**src/rtl/wb_pkg.sv**
```systemverilog
// Shared Wishbone initiator types: bus widths, completion status codes, FSM states.
// Latency: n/a (constants and types only).
// Backpressure: n/a.
package wb_pkg;

    localparam int WB_ADR_W = 32;
    localparam int WB_DAT_W = 32;
    localparam int WB_SEL_W = 4;

    localparam logic [1:0] WB_ST_OK      = 2'b00;
    localparam logic [1:0] WB_ST_ERR     = 2'b01;
    localparam logic [1:0] WB_ST_TIMEOUT = 2'b10;

    typedef enum logic [1:0] {
        ST_IDLE = 2'd0,
        ST_BUS  = 2'd1,
        ST_RESP = 2'd2
    } wb_state_e;

endpackage

```
**src/rtl/wb_timeout_ctr.sv**
```systemverilog
// Saturating cycle counter with clear/enable and a terminal-count flag at TIMEOUT_CYCLES-1.
// Latency: tc reflects the registered count (no combinational path from en).
// Backpressure: none; a limit of 0 keeps tc permanently low.
module wb_timeout_ctr #(
    parameter int unsigned TIMEOUT_CYCLES = 255
) (
    input  logic clk,
    input  logic reset,
    input  logic clr,
    input  logic en,
    output logic tc
);

    localparam int unsigned CW   = (TIMEOUT_CYCLES == 0) ? 1 : $clog2(TIMEOUT_CYCLES + 1);
    localparam int unsigned LAST = (TIMEOUT_CYCLES == 0) ? 0 : TIMEOUT_CYCLES - 1;

    logic [CW-1:0] cnt_q;
    logic [CW-1:0] cnt_d;

    // Next count: clear wins, otherwise count up and stick at all-ones.
    always_comb begin
        cnt_d = cnt_q;
        if (clr) begin
            cnt_d = '0;
        end else if (en && (cnt_q != {CW{1'b1}})) begin
            cnt_d = cnt_q + 1'b1;
        end
    end

    // Count register.
    always_ff @(posedge clk) begin
        if (reset) begin
            cnt_q <= '0;
        end else begin
            cnt_q <= cnt_d;
        end
    end

    assign tc = (TIMEOUT_CYCLES != 0) && (cnt_q == CW'(LAST));

endmodule

```
**src/rtl/wb_initiator.sv**
```systemverilog
// Wishbone classic single-transfer initiator: one command in, one bus cycle, one response out.
// Latency: bus active the cycle after accept; response valid the cycle after ack/err/timeout.
// Backpressure: cmd_ready only in IDLE; response held until rsp_ready, no overlap with next accept.
module wb_initiator
    import wb_pkg::*;
#(
    parameter logic [WB_ADR_W-1:0] BASE_MASK      = 32'hFFFF_FFFF,
    parameter int unsigned         TIMEOUT_CYCLES = 255
) (
    input  logic                clk,
    input  logic                reset,
    input  logic                cmd_valid,
    output logic                cmd_ready,
    input  logic                cmd_we,
    input  logic [WB_ADR_W-1:0] cmd_adr,
    input  logic [WB_DAT_W-1:0] cmd_dat,
    input  logic [WB_SEL_W-1:0] cmd_sel,
    output logic                rsp_valid,
    input  logic                rsp_ready,
    output logic [WB_DAT_W-1:0] rsp_dat,
    output logic [1:0]          rsp_status,
    output logic                wbm_cyc_o,
    output logic                wbm_stb_o,
    output logic                wbm_we_o,
    output logic [WB_SEL_W-1:0] wbm_sel_o,
    output logic [WB_ADR_W-1:0] wbm_adr_o,
    output logic [WB_DAT_W-1:0] wbm_dat_o,
    input  logic                wbm_ack_i,
    input  logic                wbm_err_i,
    input  logic [WB_DAT_W-1:0] wbm_dat_i,
    output logic                busy
);

    wb_state_e           state_q, state_d;
    logic                cyc_q, cyc_d;
    logic                we_q, we_d;
    logic [WB_SEL_W-1:0] sel_q, sel_d;
    logic [WB_ADR_W-1:0] adr_q, adr_d;
    logic [WB_DAT_W-1:0] dat_q, dat_d;
    logic                rsp_vld_q, rsp_vld_d;
    logic [WB_DAT_W-1:0] rsp_dat_q, rsp_dat_d;
    logic [1:0]          rsp_status_q, rsp_status_d;

    logic in_bus;
    logic to_tc;
    logic term_err;
    logic term_ack;
    logic term_to;
    logic term;

    // Termination priority inside BUS: error, then ack, then timeout.
    assign in_bus   = (state_q == ST_BUS);
    assign term_err = in_bus && wbm_err_i;
    assign term_ack = in_bus && !wbm_err_i && wbm_ack_i;
    assign term_to  = in_bus && !wbm_err_i && !wbm_ack_i && to_tc;
    assign term     = term_err || term_ack || term_to;

    wb_timeout_ctr #(
        .TIMEOUT_CYCLES(TIMEOUT_CYCLES)
    ) u_timeout_ctr (
        .clk  (clk),
        .reset(reset),
        .clr  (term || !in_bus),
        .en   (in_bus),
        .tc   (to_tc)
    );

    // State and datapath registers; reset abandons any transfer in flight.
    always_ff @(posedge clk) begin
        if (reset) begin
            state_q      <= ST_IDLE;
            cyc_q        <= 1'b0;
            we_q         <= 1'b0;
            sel_q        <= '0;
            adr_q        <= '0;
            dat_q        <= '0;
            rsp_vld_q    <= 1'b0;
            rsp_dat_q    <= '0;
            rsp_status_q <= WB_ST_OK;
        end else begin
            state_q      <= state_d;
            cyc_q        <= cyc_d;
            we_q         <= we_d;
            sel_q        <= sel_d;
            adr_q        <= adr_d;
            dat_q        <= dat_d;
            rsp_vld_q    <= rsp_vld_d;
            rsp_dat_q    <= rsp_dat_d;
            rsp_status_q <= rsp_status_d;
        end
    end

    // Next-state: accept, terminate, hand off response.
    always_comb begin
        state_d = state_q;
        unique case (state_q)
            ST_IDLE: if (cmd_valid) state_d = ST_BUS;
            ST_BUS:  if (term)      state_d = ST_RESP;
            ST_RESP: if (rsp_ready) state_d = ST_IDLE;
            default:                state_d = ST_IDLE;
        endcase
    end

    // Output/datapath next values: load command on accept, capture response on termination.
    always_comb begin
        cyc_d        = cyc_q;
        we_d         = we_q;
        sel_d        = sel_q;
        adr_d        = adr_q;
        dat_d        = dat_q;
        rsp_vld_d    = rsp_vld_q;
        rsp_dat_d    = rsp_dat_q;
        rsp_status_d = rsp_status_q;
        unique case (state_q)
            ST_IDLE: begin
                if (cmd_valid) begin
                    cyc_d = 1'b1;
                    we_d  = cmd_we;
                    sel_d = cmd_sel;
                    adr_d = cmd_adr & BASE_MASK;
                    dat_d = cmd_dat;
                end
            end
            ST_BUS: begin
                if (term) begin
                    cyc_d     = 1'b0;
                    we_d      = 1'b0;
                    sel_d     = '0;
                    dat_d     = '0;
                    rsp_vld_d = 1'b1;
                    if (term_err) begin
                        rsp_status_d = WB_ST_ERR;
                    end else if (term_ack) begin
                        rsp_status_d = WB_ST_OK;
                    end else begin
                        rsp_status_d = WB_ST_TIMEOUT;
                    end
                    // Only a successful read carries data back.
                    rsp_dat_d = (term_ack && !we_q) ? wbm_dat_i : '0;
                end
            end
            ST_RESP: begin
                if (rsp_ready) rsp_vld_d = 1'b0;
            end
            default: begin
                cyc_d     = 1'b0;
                rsp_vld_d = 1'b0;
            end
        endcase
    end

    assign cmd_ready  = (state_q == ST_IDLE);
    assign busy       = (state_q != ST_IDLE);
    assign rsp_valid  = rsp_vld_q;
    assign rsp_dat    = rsp_dat_q;
    assign rsp_status = rsp_status_q;
    assign wbm_cyc_o  = cyc_q;
    assign wbm_stb_o  = cyc_q;
    assign wbm_we_o   = we_q;
    assign wbm_sel_o  = sel_q;
    assign wbm_adr_o  = adr_q;
    assign wbm_dat_o  = dat_q;

endmodule

```
**config.mk**
```make
export PLATFORM = sky130hd
export DESIGN_NAME = wb_initiator
export DESIGN_NICKNAME = d
export VERILOG_FILES = /design/src/rtl/wb_pkg.sv /design/src/rtl/wb_timeout_ctr.sv /design/src/rtl/wb_initiator.sv
export SDC_FILE = /design/constraint.sdc
export NUM_CORES = 1
export LEC_CHECK = 0
export CAP_MARGIN = 0
export CORE_ASPECT_RATIO = 1.1
export CORE_UTILIZATION = 43
export DETAILED_ROUTE_END_ITERATION = 10
export PLACE_DENSITY = 0.86
export SLEW_MARGIN = 30
export SYNTH_ARGS = -nofsm -noshare
export SYNTH_HDL_FRONTEND = slang
export SYNTH_SLANG_ARGS = --single-unit
```
**constraint.sdc**
```tcl
create_clock -name clk -period 4.95 [get_ports clk]
set_clock_uncertainty 0.1 [all_clocks]
set_input_delay 0.7425 -clock clk [delete_from_list [all_inputs] [get_ports clk]]
set_output_delay 0.7425 -clock clk [all_outputs]
set_load 0.005 [all_outputs]
```
* Word-level counts from Yosys, hierarchy flattened
Index checks and enable logic that the tools add are counted.
** Word-level totals
- Register bits :: 115
- Output and inout bits :: 108
** Operators by class
- $add $sub $neg :: 1
- Equality and inequality tests :: 7
- Mux-type cells :: 21
- Bitwise logic cells :: 2
- Reductions and logical operators :: 24
** Operators with widths (number)
- 2-to-1 mux 32 bit :: 3
- one-hot mux 32 bit (2 select lines) :: 1
- AND reduction 3 bit :: 4
- 2-to-1 mux 2 bit :: 5
- adder 8 x 1 -> 8 bit (second input constant) :: 1
- equality test 8 bit (second input constant) :: 1
- 2-to-1 mux 4 bit :: 2
- != test 8 bit (second input constant) :: 1
- one-hot mux 4 bit (2 select lines) :: 1
- logical AND 1 bit :: 7
- one-hot mux 1 bit (3 select lines) :: 2
- one-hot mux 2 bit (3 select lines) :: 1
- 2-to-1 mux 1 bit :: 5
- zero test 1 bit :: 4
- != test 2 bit (second input constant) :: 2
- AND reduction 2 bit :: 2
- nonzero test 2 bit :: 2
- logical OR 1 bit :: 3
- equality test 2 x 1 -> 1 bit (second input constant) :: 1
- equality test 2 bit (second input constant) :: 1
- zero test 2 bit :: 1
- != test 2 x 1 -> 1 bit (second input constant) :: 1
- inverter 1 bit :: 2
- one-hot mux 1 bit (2 select lines) :: 1
- OR reduction 2 bit :: 1

* Depth between registers and ports, before layout
Gate-level depths: netlist of run 1.
- Depth after elaboration :: 7
- Gate-level depth with buffers :: 7
- Mapped depth without buffers :: 5

* Modules after synthesis
Synthesis of run 1 repeated with hierarchy kept, for this count alone.
** Second synthesis, totals
- Cells, all modules :: 429
- Area total of the unflattened synthesis :: 4240.3 um2
** By module, submodules not included
- wb_initiator :: instances 1, cells each 378, area an instance 3791.1 um2, seq. area each 2142.1 um2
- wb_timeout_ctr :: instances 1, cells each 51, area an instance 449.2 um2, seq. area each 160.2 um2

* Worst setup path before layout of run 1
OpenSTA, ideal clock, no wires.
- Kind :: input to register
- Start :: input port reset
- End :: register rsp_dat_q[10], in the netlist rsp_dat[10]
- Library setup time :: 59 ps
- Arrival :: 1741 ps
- Slack :: 3050 ps
- Stages on the path :: 4
- Buffers on the path :: 2
- Cells stage by stage :: clkbuf_1 nor4_2 clkbuf_1 a22o_1
** RTL lines
- start, declared :: line wb_initiator.sv:11 : input logic reset,
- end signal, assigned :: line wb_initiator.sv:88 : rsp_dat_q <= rsp_dat_d;
- end, declared :: line wb_initiator.sv:41 : logic [WB_DAT_W-1:0] rsp_dat_q, rsp_dat_d;

* Worst setup path in the final report of run 1
- Start :: register state_q[1]
- End :: output port cmd_ready
** On the way
- Word-level cells in the longest chain between the ends :: 1
** RTL lines
- start, declared :: line wb_initiator.sv:34 : wb_state_e state_q, state_d;
- start signal, assigned :: line wb_initiator.sv:81 : state_q <= state_d;
- zero test 2 bit :: line wb_initiator.sv:152 : assign cmd_ready = (state_q == ST_IDLE);
- end, declared :: line wb_initiator.sv:13 : output logic cmd_ready,
Every way passes these cells.

==> impl_metrics.json, run 1 <==
{
  "outcome": "finished clean",
  "grt.overflow.total": 0,
  "cts_tree": "built",
  "drc": 0,
  "ant_nets": 0,
  "htree_levels": 4,
  "first_global_vias": 4143,
  "drt-vias-per-instance": 5.410,
  "postRouteWirelength_mm": 13.44,
  "slew_viol_final": 0,
  "postCtsResizedCells": 0,
  "setup_tns_ps": 0,
  "antenna_found_initial": 0,
  "die_w_um": 96.42,
  "fin_crit_ps": 2499,
  "first_pass_iters": 4,
  "hold_start": "wbm_adr_o[6]",
  "worst_slew_pin_slew_ps": 912.5,
  "setup_viol": 0,
  "slowest_delay_ps": 560,
  "reg2reg_from": "u_timeout_ctr.cnt_q[5]",
  "start_util_pct": 44.65,
  "r2r-end": "rsp_dat[26]",
  "grt_max_degree": 52,
  "nets": 763,
  "insertedDiodeCount": 0,
  "worst_hold_slack_ps": 350.8,
  "numClockSinks": 115,
  "wl_per_cell_um": 17.24,
  "finalHoldViolCount": 0,
  "rsz0062_at_grt": "false",
  "netlist_area_um2": 4217,
  "maxCapViolCount": 0,
  "cts_buffer_depth": 2,
  "total_power_mw": 2.412,
  "cp_max_fo": 6,
  "dp_cells": 752,
  "cp.depth": 2,
  "powerDensity_nw_per_um2": 352.4,
  "crit_family": "buffers and inverters",
  "fin_cells": 780,
  "syn_avg_cell_area_um2": 9.186,
  "drive_gt1_share_pct": 6.033,
  "final_common_cell": "clkdlybuf4s50_1",
  "p_leak_nw": 2.512,
  "clock.fmax_ghz": 0.4002,
  "critPathCaptureType": "output pin",
  "r2r_setup_slack_ps": 2730,
  "nFillCells": 700,
  "numCtsBuffers": 17,
  "synth_cell_types": 31,
  "cts_setup_buffers": 0,
  "ios": 215,
  "hp-class": "flip-flop to flip-flop",
  "gp_congestion": 0.7398,
  "period_share_pct": 50.48,
  "yosysSeqAreaShare_pct": 54.60,
  "grt_use_total_pct": 26.00,
  "hold_buffers": 0,
  "async_reset_ff_share_pct": 0,
  "place_hpwl_mm": 8.920,
  "grt_pass1_wl_mm": 19.99,
  "crit_type": "flip-flop to output pin",
  "cpMaxStageDelayCell": "clkdlybuf4s50_1",
  "crit_path_start": "state_q[1]",
  "die-area_um2": 10210,
  "reg2regPathDepth": 5,
  "layout_common_cells": "clkdlybuf4s50_1, dfxtp_1, nand2_1, a21oi_1, o211ai_1",
  "dieHeight_um": 105.9,
  "area_growth_pct": 62.31,
  "max_slew_margin_pct": 39.17,
  "path_clk_slew_ps": 50,
  "ys.flop_type": "dfxtp_1",
  "irDropWorstVdd_mv": 0.1909,
  "ys_warn_count": 0,
  "required_ps": 4110,
  "synth_cells": 459,
  "critPathCapture": "cmd_ready",
  "synth_edf_count": 0,
  "synth_nets": 568,
  "synth-seq-cells": 115,
  "arrival_ps": 1660,
  "num_vias": 4220,
  "cp_cell_sequence": "nor2_1, clkdlybuf4s50_1",
  "path_buf_inv": 1,
  "clk_latency_ps": 510,
  "cp-start-kind": "flip-flop",
  "drt_iter0_markers": 164,
  "placementRows": 37,
  "design.core.area_um2": 9444,
  "place.port_buffers": 214,
  "cts-root-buf": "clkbuf_8"
}
==> worst register-to-register path, delay by kind of cell (launching register included) <==
kind	cells	cell delay, ps
compound gates	3	990
buf+inv	1	450
flops	1	360
simple gates	1	260
==> where the power goes <==
group	internal [mW]	total [mW]	switching (mW)
registers	0.973	1.00	0.0268
clock network	0.686	1.08	0.394
logic	0.189	0.331	0.142
==> logic make-up after synthesis <==
group | Yosys count | share of synthesized area (%)
xor gates and xnor gates | 1 | 0.2078
adders and majority gates | 2 | 0.5934
AOI/OAI and AO/OA | 159 | 25.25
and+or+nand+nor | 136 | 13.68
DFF | 115 | 54.60
buffers and inverters | 46 | 5.668
==> worst min path at each step <==
stage	end	slack (ps)	cells past startpoint
CTS	wbm_adr_o[3]	350	2
floorplan	u_timeout_ctr.cnt_q[7]	350	1
finish	wbm_adr_o[6]	350	2
global placement	wbm_adr_o[23]	340	2
detailed placement	wbm_adr_o[3]	350	2
global route	wbm_adr_o[11]	380	2
==> layer usage <==
layer | vias to the layer above | share of wire, % | track usage (%)
met5 | - | 0 | 0
met4 | 0 | 2.4 | 12.61
met3 | 24 | 8.0 | 8.297
met2 | 176 | 53 | 45.80
met1 | 2017 | 37 | 27.32
li1 | 2003 | - | -
==> synthesized netlist by cell type, types with 2 or more instances <==
master / count / area (um2)
buf_2: 2 / 10.01
and4b_1: 2 / 20.02
o21ai_0: 3 / 15.01
a21oi_1: 76 / 380.4
clkbuf_1: 32 / 120.1
a22o_1: 32 / 280.3
a311oi_1: 2 / 17.52
nand2b_1: 4 / 25.02
ha_1: 2 / 25.02
nor2b_1: 2 / 12.51
and3_1: 3 / 18.77
a31oi_1: 3 / 18.77
o211ai_1: 38 / 285.3
nor2_1: 7 / 26.28
nand2_1: 106 / 397.9
nand3_1: 2 / 10.01
a41oi_1: 2 / 17.52
dfxtp_1: 115 / 2302
inv_1: 3 / 11.26
buf_6: 8 / 90.09
nor3_1: 5 / 25.02
==> stage by stage <==
| step | utilization (%) | worst slack, ps | cell area, um2 |
|---|---|---|---|
| after global placement | 66.97 | 2226 | 6325 |
| after detailed placement | 66.97 | 2161 | 6325 |
| after global routing | 72.47 | 2325 | 6844 |
| after CTS | 72.47 | 2420 | 6844 |
| final | 72.47 | 2451 | 6844 |
| after floorplan | - | 3050 | 4217 |
==> sequential cells by signal, indices dropped and copies added (netlist names) <==
name,cells
rsp_dat,32
wbm_adr_o,32
wbm_dat_o,32
u_timeout_ctr.cnt_q,8
wbm_sel_o,4
rsp_status,2
state_q,2
rsp_valid,1
wbm_cyc_o,1
wbm_we_o,1
==> final cells by class <==
type                    count  area (um2)  share of cell area (%)
clock buffers              21       459.2                   6.709
clock inverters             7       60.06                  0.8775
inverters                   3       11.26                  0.1645
multi-input cells         298        1690                   24.70
flip-flops and latches    115        2302                   33.64
well taps                 117       146.4                   2.139
repair buffers            219        2175                   31.77
Power figures use the tool's default switching activity.
==> run 2, diff against run 1 <==
- CORE_UTILIZATION: 43 -> 36
- PLACE_DENSITY: 0.86 -> 0.76
- clock period: 4.95 -> 2.1 ns (I/O delays scaled with it)
==> impl_metrics.json, run 2 (synthesis results as in run 1) <==
{
  "layout_common_cells": "clkdlybuf4s50_1, dfxtp_1, nand2_1, a21oi_1, o211ai_1",
  "place_hpwl_mm": 9.320,
  "dieHeight_um": 115.5,
  "top_usage_layer": "met2",
  "grt_pass1_wl_mm": 20.18,
  "crit_family": "compound AO/OA/AOI/OAI gates",
  "ios": 215,
  "antenna_found_initial": 0,
  "insertedDiodeCount": 0,
  "die_w_um": 105.2,
  "path_buf_inv": 1,
  "outcome": "finished clean",
  "use_met3_pct": 7.818,
  "critPathCaptureType": "flip-flop",
  "area_growth_pct": 68.78,
  "irDropWorstVdd_mv": 0.6591,
  "hp-class": "input pin to flip-flop",
  "required_ps": 2350,
  "place.port_buffers": 214,
  "drc": 0,
  "powerDensity_nw_per_um2": 863.5,
  "arrival_ps": 2180,
  "grt.overflow.total": 0,
  "wl_per_cell_um": 15.71,
  "cts-root-buf": "clkbuf_16",
  "clk_latency_ps": 410,
  "worst_slew_pin_slew_ps": 423.5,
  "met1_usage_pct": 24.34,
  "cts_setup_buffers": 0,
  "cts_tree": "built",
  "nets": 773,
  "hold_buffers": 0,
  "p_leak_nw": 2.620,
  "cts_buffer_depth": 2,
  "nFillCells": 929,
  "fin_util_pct": 62.21,
  "max_slew_margin_pct": 71.77,
  "placementRows": 41,
  "drive_gt1_share_pct": 8.124,
  "timing.final.ws_setup_ps": 172.3,
  "worst_hold_slack_ps": 179.3,
  "cp_max_fo": 32,
  "cp-start-kind": "flip-flop",
  "finalHoldViolCount": 0,
  "numCtsBuffers": 17,
  "fin_area_um2": 7117,
  "design.core.area_um2": 11440,
  "dp_slack_ps": -35.10,
  "use_met2_pct": 36.84,
  "reg2reg_from": "u_timeout_ctr.cnt_q[0]",
  "period_share_pct": 91.80,
  "slew_viol_final": 0,
  "cp_cell_sequence": "inv_1, ha_1, a311oi_4, o21ba_4, a22o_1",
  "num_vias": 4150,
  "slowest_delay_ps": 450,
  "postCtsResizedCells": 0,
  "path_clk_slew_ps": 50,
  "postPlaceCellArea_um2": 6491,
  "grt_use_total_pct": 21.23,
  "htree_levels": 4,
  "drt-vias-per-instance": 5.018,
  "cpMaxStageDelayCell": "o21ba_4",
  "start_util_pct": 36.86,
  "fin_crit_ps": 1928,
  "crit_type": "flip-flop to flip-flop",
  "numClockSinks": 115,
  "postRouteWirelength_mm": 13.00,
  "setup_viol": 0,
  "rsz0062_at_grt": "false",
  "die-area_um2": 12150,
  "maxCapViolCount": 0,
  "crit_path_start": "u_timeout_ctr.cnt_q[0]",
  "first_pass_iters": 4,
  "total_power_mw": 6.145,
  "final_common_cell": "clkdlybuf4s50_1",
  "first_global_vias": 4028,
  "ant_nets": 0,
  "clock.fmax_ghz": 0.5187,
  "hold_start": "reset",
  "drt_iter0_markers": 211,
  "grt_max_degree": 40,
  "gp_congestion": 0.7764
}
-- run 2: layout make-up --
| cell class | count | area [um2] | share of cell area (%) |
|---|---|---|---|
| flip-flops and latches | 115 | 2302 | 32.35 |
| repair buffers | 229 | 2300 | 32.31 |
| multi-input cells | 298 | 1693 | 23.79 |
| clock buffers | 23 | 498.0 | 6.997 |
| well taps | 150 | 187.7 | 2.637 |
| clock inverters | 9 | 125.1 | 1.758 |
| inverters | 3 | 11.26 | 0.1582 |
-- run 2: path summary, 6_finish.rpt --
| path | endpoint | slack, ps | cells after the start |
|---|---|---|---|
| max | rsp_dat[10] | 170 | 5 |
| min | wbm_adr_o[6] | 180 | 2 |
| max reg2reg | rsp_dat[10] | 170 | 5 |
| min reg2reg | wbm_adr_o[0] | 350 | 2 |
-- run 2: routing by layer --
metal / vias up / wire length [um]
li1: 2031 / -
met1: 1951 / 5466
met2: 156 / 6514
met3: 12 / 918
met4: 0 / 95
met5: - / 0
-- run 2: stage by stage --
step | setup TNS (ps) | cells
2_1_floorplan | 0 | 459
3_3_place_gp | 0 | 795
3_5_place_dp | -543.6 | 795
4_1_cts | 0 | 827
5_1_grt | 0 | 827
6_report | 0 | 827
-- run 2: report_power, final --
part	internal [mW]	switching, mW
combinational	0.476	0.333
sequential	2.29	0.0627
clock	2.01	0.968
==> run 3, diff against run 2 <==
- CAP_MARGIN: 0 -> 20
- SYNTH_HIERARCHICAL: not set -> 1
==> impl_metrics.json, run 3 <==
{
  "place.port_buffers": 214,
  "powerDensity_nw_per_um2": 823.5,
  "arrival_ps": 2230,
  "place_hpwl_mm": 8.606,
  "cp-start-kind": "flip-flop",
  "critPathCaptureType": "flip-flop",
  "nFillCells": 954,
  "grt_pass1_wl_mm": 18.89,
  "nets": 747,
  "rsz0062_at_grt": "false",
  "ios": 215,
  "async_reset_ff_share_pct": 0,
  "path_clk_slew_ps": 50,
  "slowest_delay_ps": 400,
  "design.core.area_um2": 11490,
  "synth_cell_types": 36,
  "synth_compound_area_share_pct": 21.45,
  "setup_viol": 0,
  "worst_slew_pin_slew_ps": 448.9,
  "r2r_setup_slack_ps": 90,
  "numCtsBuffers": 17,
  "p_leak_nw": 2.595,
  "start_util_pct": 36.90,
  "cp_cell_sequence": "inv_1, ha_1, nand3_1, nor2_1, nor3_1, nand2_1, or3_1, mux2i_1",
  "synth_mux_area_share_pct": 0.9442,
  "die-area_um2": 12220,
  "cts_buffer_depth": 2,
  "fin_cells": 801,
  "hold_start": "reset",
  "first_global_vias": 3931,
  "synth.largest_area_cell": "dfxtp_1",
  "synthTopCellsByCount": "dfxtp_1, nand2_1, a21oi_1",
  "finalHoldViolCount": 0,
  "drt-vias-per-instance": 5.101,
  "netlist_area_um2": 4240,
  "crit_type": "flip-flop to flip-flop",
  "die_w_um": 105.5,
  "dr_wl_met3_um": 895,
  "synth_top_family_by_area": "compound AO/OA/AOI/OAI gates",
  "first_pass_iters": 4,
  "reg2regPathDepth": 8,
  "cp_max_fo": 4,
  "setup_tns_ps": 0,
  "synth_nets": 538,
  "cts_setup_buffers": 0,
  "holdPathEnd": "rsp_status[0]",
  "synth_cells": 429,
  "layout_common_cells": "clkdlybuf4s50_1, dfxtp_1, nand2_1, a21oi_1",
  "insertedDiodeCount": 0,
  "grt.overflow.total": 0,
  "drive_gt1_share_pct": 9.063,
  "outcome": "finished clean",
  "synth_top_cell_area_share_pct": 54.29,
  "final_common_cell": "clkdlybuf4s50_1",
  "synth_edf_count": 0,
  "min_path_cells": 2,
  "numClockSinks": 115,
  "crit_path_start": "u_timeout_ctr/cnt_q[0]",
  "dp_slack_ps": 48.09,
  "max_slew_margin_pct": 69.68,
  "cpMaxStageDelayCell": "or3_1",
  "postPlaceCellArea_um2": 6553,
  "num_vias": 4086,
  "r2r-end": "u_timeout_ctr/cnt_q[1]",
  "yosys.area_share.simple_pct": 18.00,
  "synthAdderAreaFrac_pct": 0.5901,
  "timing.final.ws_setup_ps": 85.44,
  "wl_met1_mm": 4.996,
  "antenna_found_initial": 0,
  "fin_crit_ps": 2015,
  "required_ps": 2320,
  "period_share_pct": 95.93,
  "dieHeight_um": 115.8,
  "grt_use_total_pct": 19.79,
  "ant_nets": 0,
  "cts_tree": "built",
  "drt_iter0_markers": 169,
  "gp_congestion": 0.7985,
  "yosysMostFrequentCell": "dfxtp_1",
  "cts-root-buf": "clkbuf_16",
  "top_layer_used": "met4",
  "ys.flop_type": "dfxtp_1",
  "dp_cells": 769,
  "grt_max_degree": 75,
  "synth_area_leaders": "dfxtp_1, a31o_1, nand2_1",
  "maxCapViolCount": 0,
  "synth-xor-area-share_pct": 0,
  "slew_viol_final": 0,
  "syn_avg_cell_area_um2": 9.884,
  "reg2reg_from": "u_timeout_ctr/cnt_q[0]",
  "clock.fmax_ghz": 0.4964,
  "wl_per_cell_um": 15.42,
  "postRouteWirelength_mm": 12.35,
  "area_growth_pct": 68.28,
  "fin_area_um2": 7136,
  "clk_latency_ps": 400,
  "ys_warn_count": 6,
  "htree_levels": 4,
  "synth-seq-cells": 115,
  "hp-class": "input pin to flip-flop",
  "drc": 0,
  "yosysSeqAreaShare_pct": 54.29,
  "irDropWorstVdd_mv": 0.4548,
  "met2_length_mm": 6.159,
  "placementRows": 41
}
-- run 3: where the power goes --
part           internal, mW  switching [mW]  total (mW)
clock                  1.76           0.984        2.75
sequential             2.29          0.0636        2.36
combinational         0.477           0.296       0.773
-- run 3: critical path, delay by kind of cell (launching register included) --
kind                     cells  cell delay, ps
adder cells (fa/ha/maj)      1             190
buffers and inverters        1              60
flip-flops                   1             330
multiplexers                 1             160
AND/OR/NAND/NOR              5            1100
-- run 3: what timing repair did --
action / in CTS / in global routing
hold buffers: 0 / 0
gates resized for setup: 2 / 1
endpoints found under the setup margin: 1 / 1
gates cloned: 0 / 0
hold endpoints to repair: 0 / 0
-- run 3: worst max-delay path by stage --
stage | cells past startpoint | end
after global routing | 10 | u_timeout_ctr/cnt_q[3]
after detailed placement | 5 | wbm_dat_o[6]
after CTS | 3 | cmd_ready
after global placement | 5 | rsp_dat[9]
after floorplan | 9 | wbm_dat_o[19]
final | 8 | u_timeout_ctr/cnt_q[1]
-- run 3: kinds of logic (layout without fill, tap and decap cells) --
kind of cell,count (synthesis),count (layout)
compound gates,122,122
flops,115,115
simple gates,145,145
fa+ha+maj,2,2
buf+inv,41,263
mux,4,4
-- run 3: layout make-up --
class | count | area, um2 | area share, %
Sequential cell | 115 | 2305 | 32.30
Inverter | 4 | 15.01 | 0.2104
Multi-Input combinational cell | 273 | 1765 | 24.74
Clock inverter | 14 | 138.9 | 1.946
Timing Repair Buffer | 227 | 2285 | 32.02
Clock buffer | 18 | 439.2 | 6.155
Tap cell | 150 | 187.7 | 2.630
-- run 3: per-layer routing --
layer / vias up / global-route usage (%)
li1: 1961 / -
met1: 1925 / 21.94
met2: 175 / 34.56
met3: 25 / 6.637
met4: 0 / 9.014
met5: - / 0
-- run 3: stage by stage --
stage | power (mW) | utilization [%] | hold WS, ps
floorplan | 2.674 | - | 340.5
global placement | 3.153 | 57.02 | 341.5
detailed placement | 3.173 | 57.02 | 346.5
CTS | 5.935 | 62.08 | 188.4
global route | 6.144 | 62.10 | 206.2
finish | 5.876 | 62.10 | 199.9
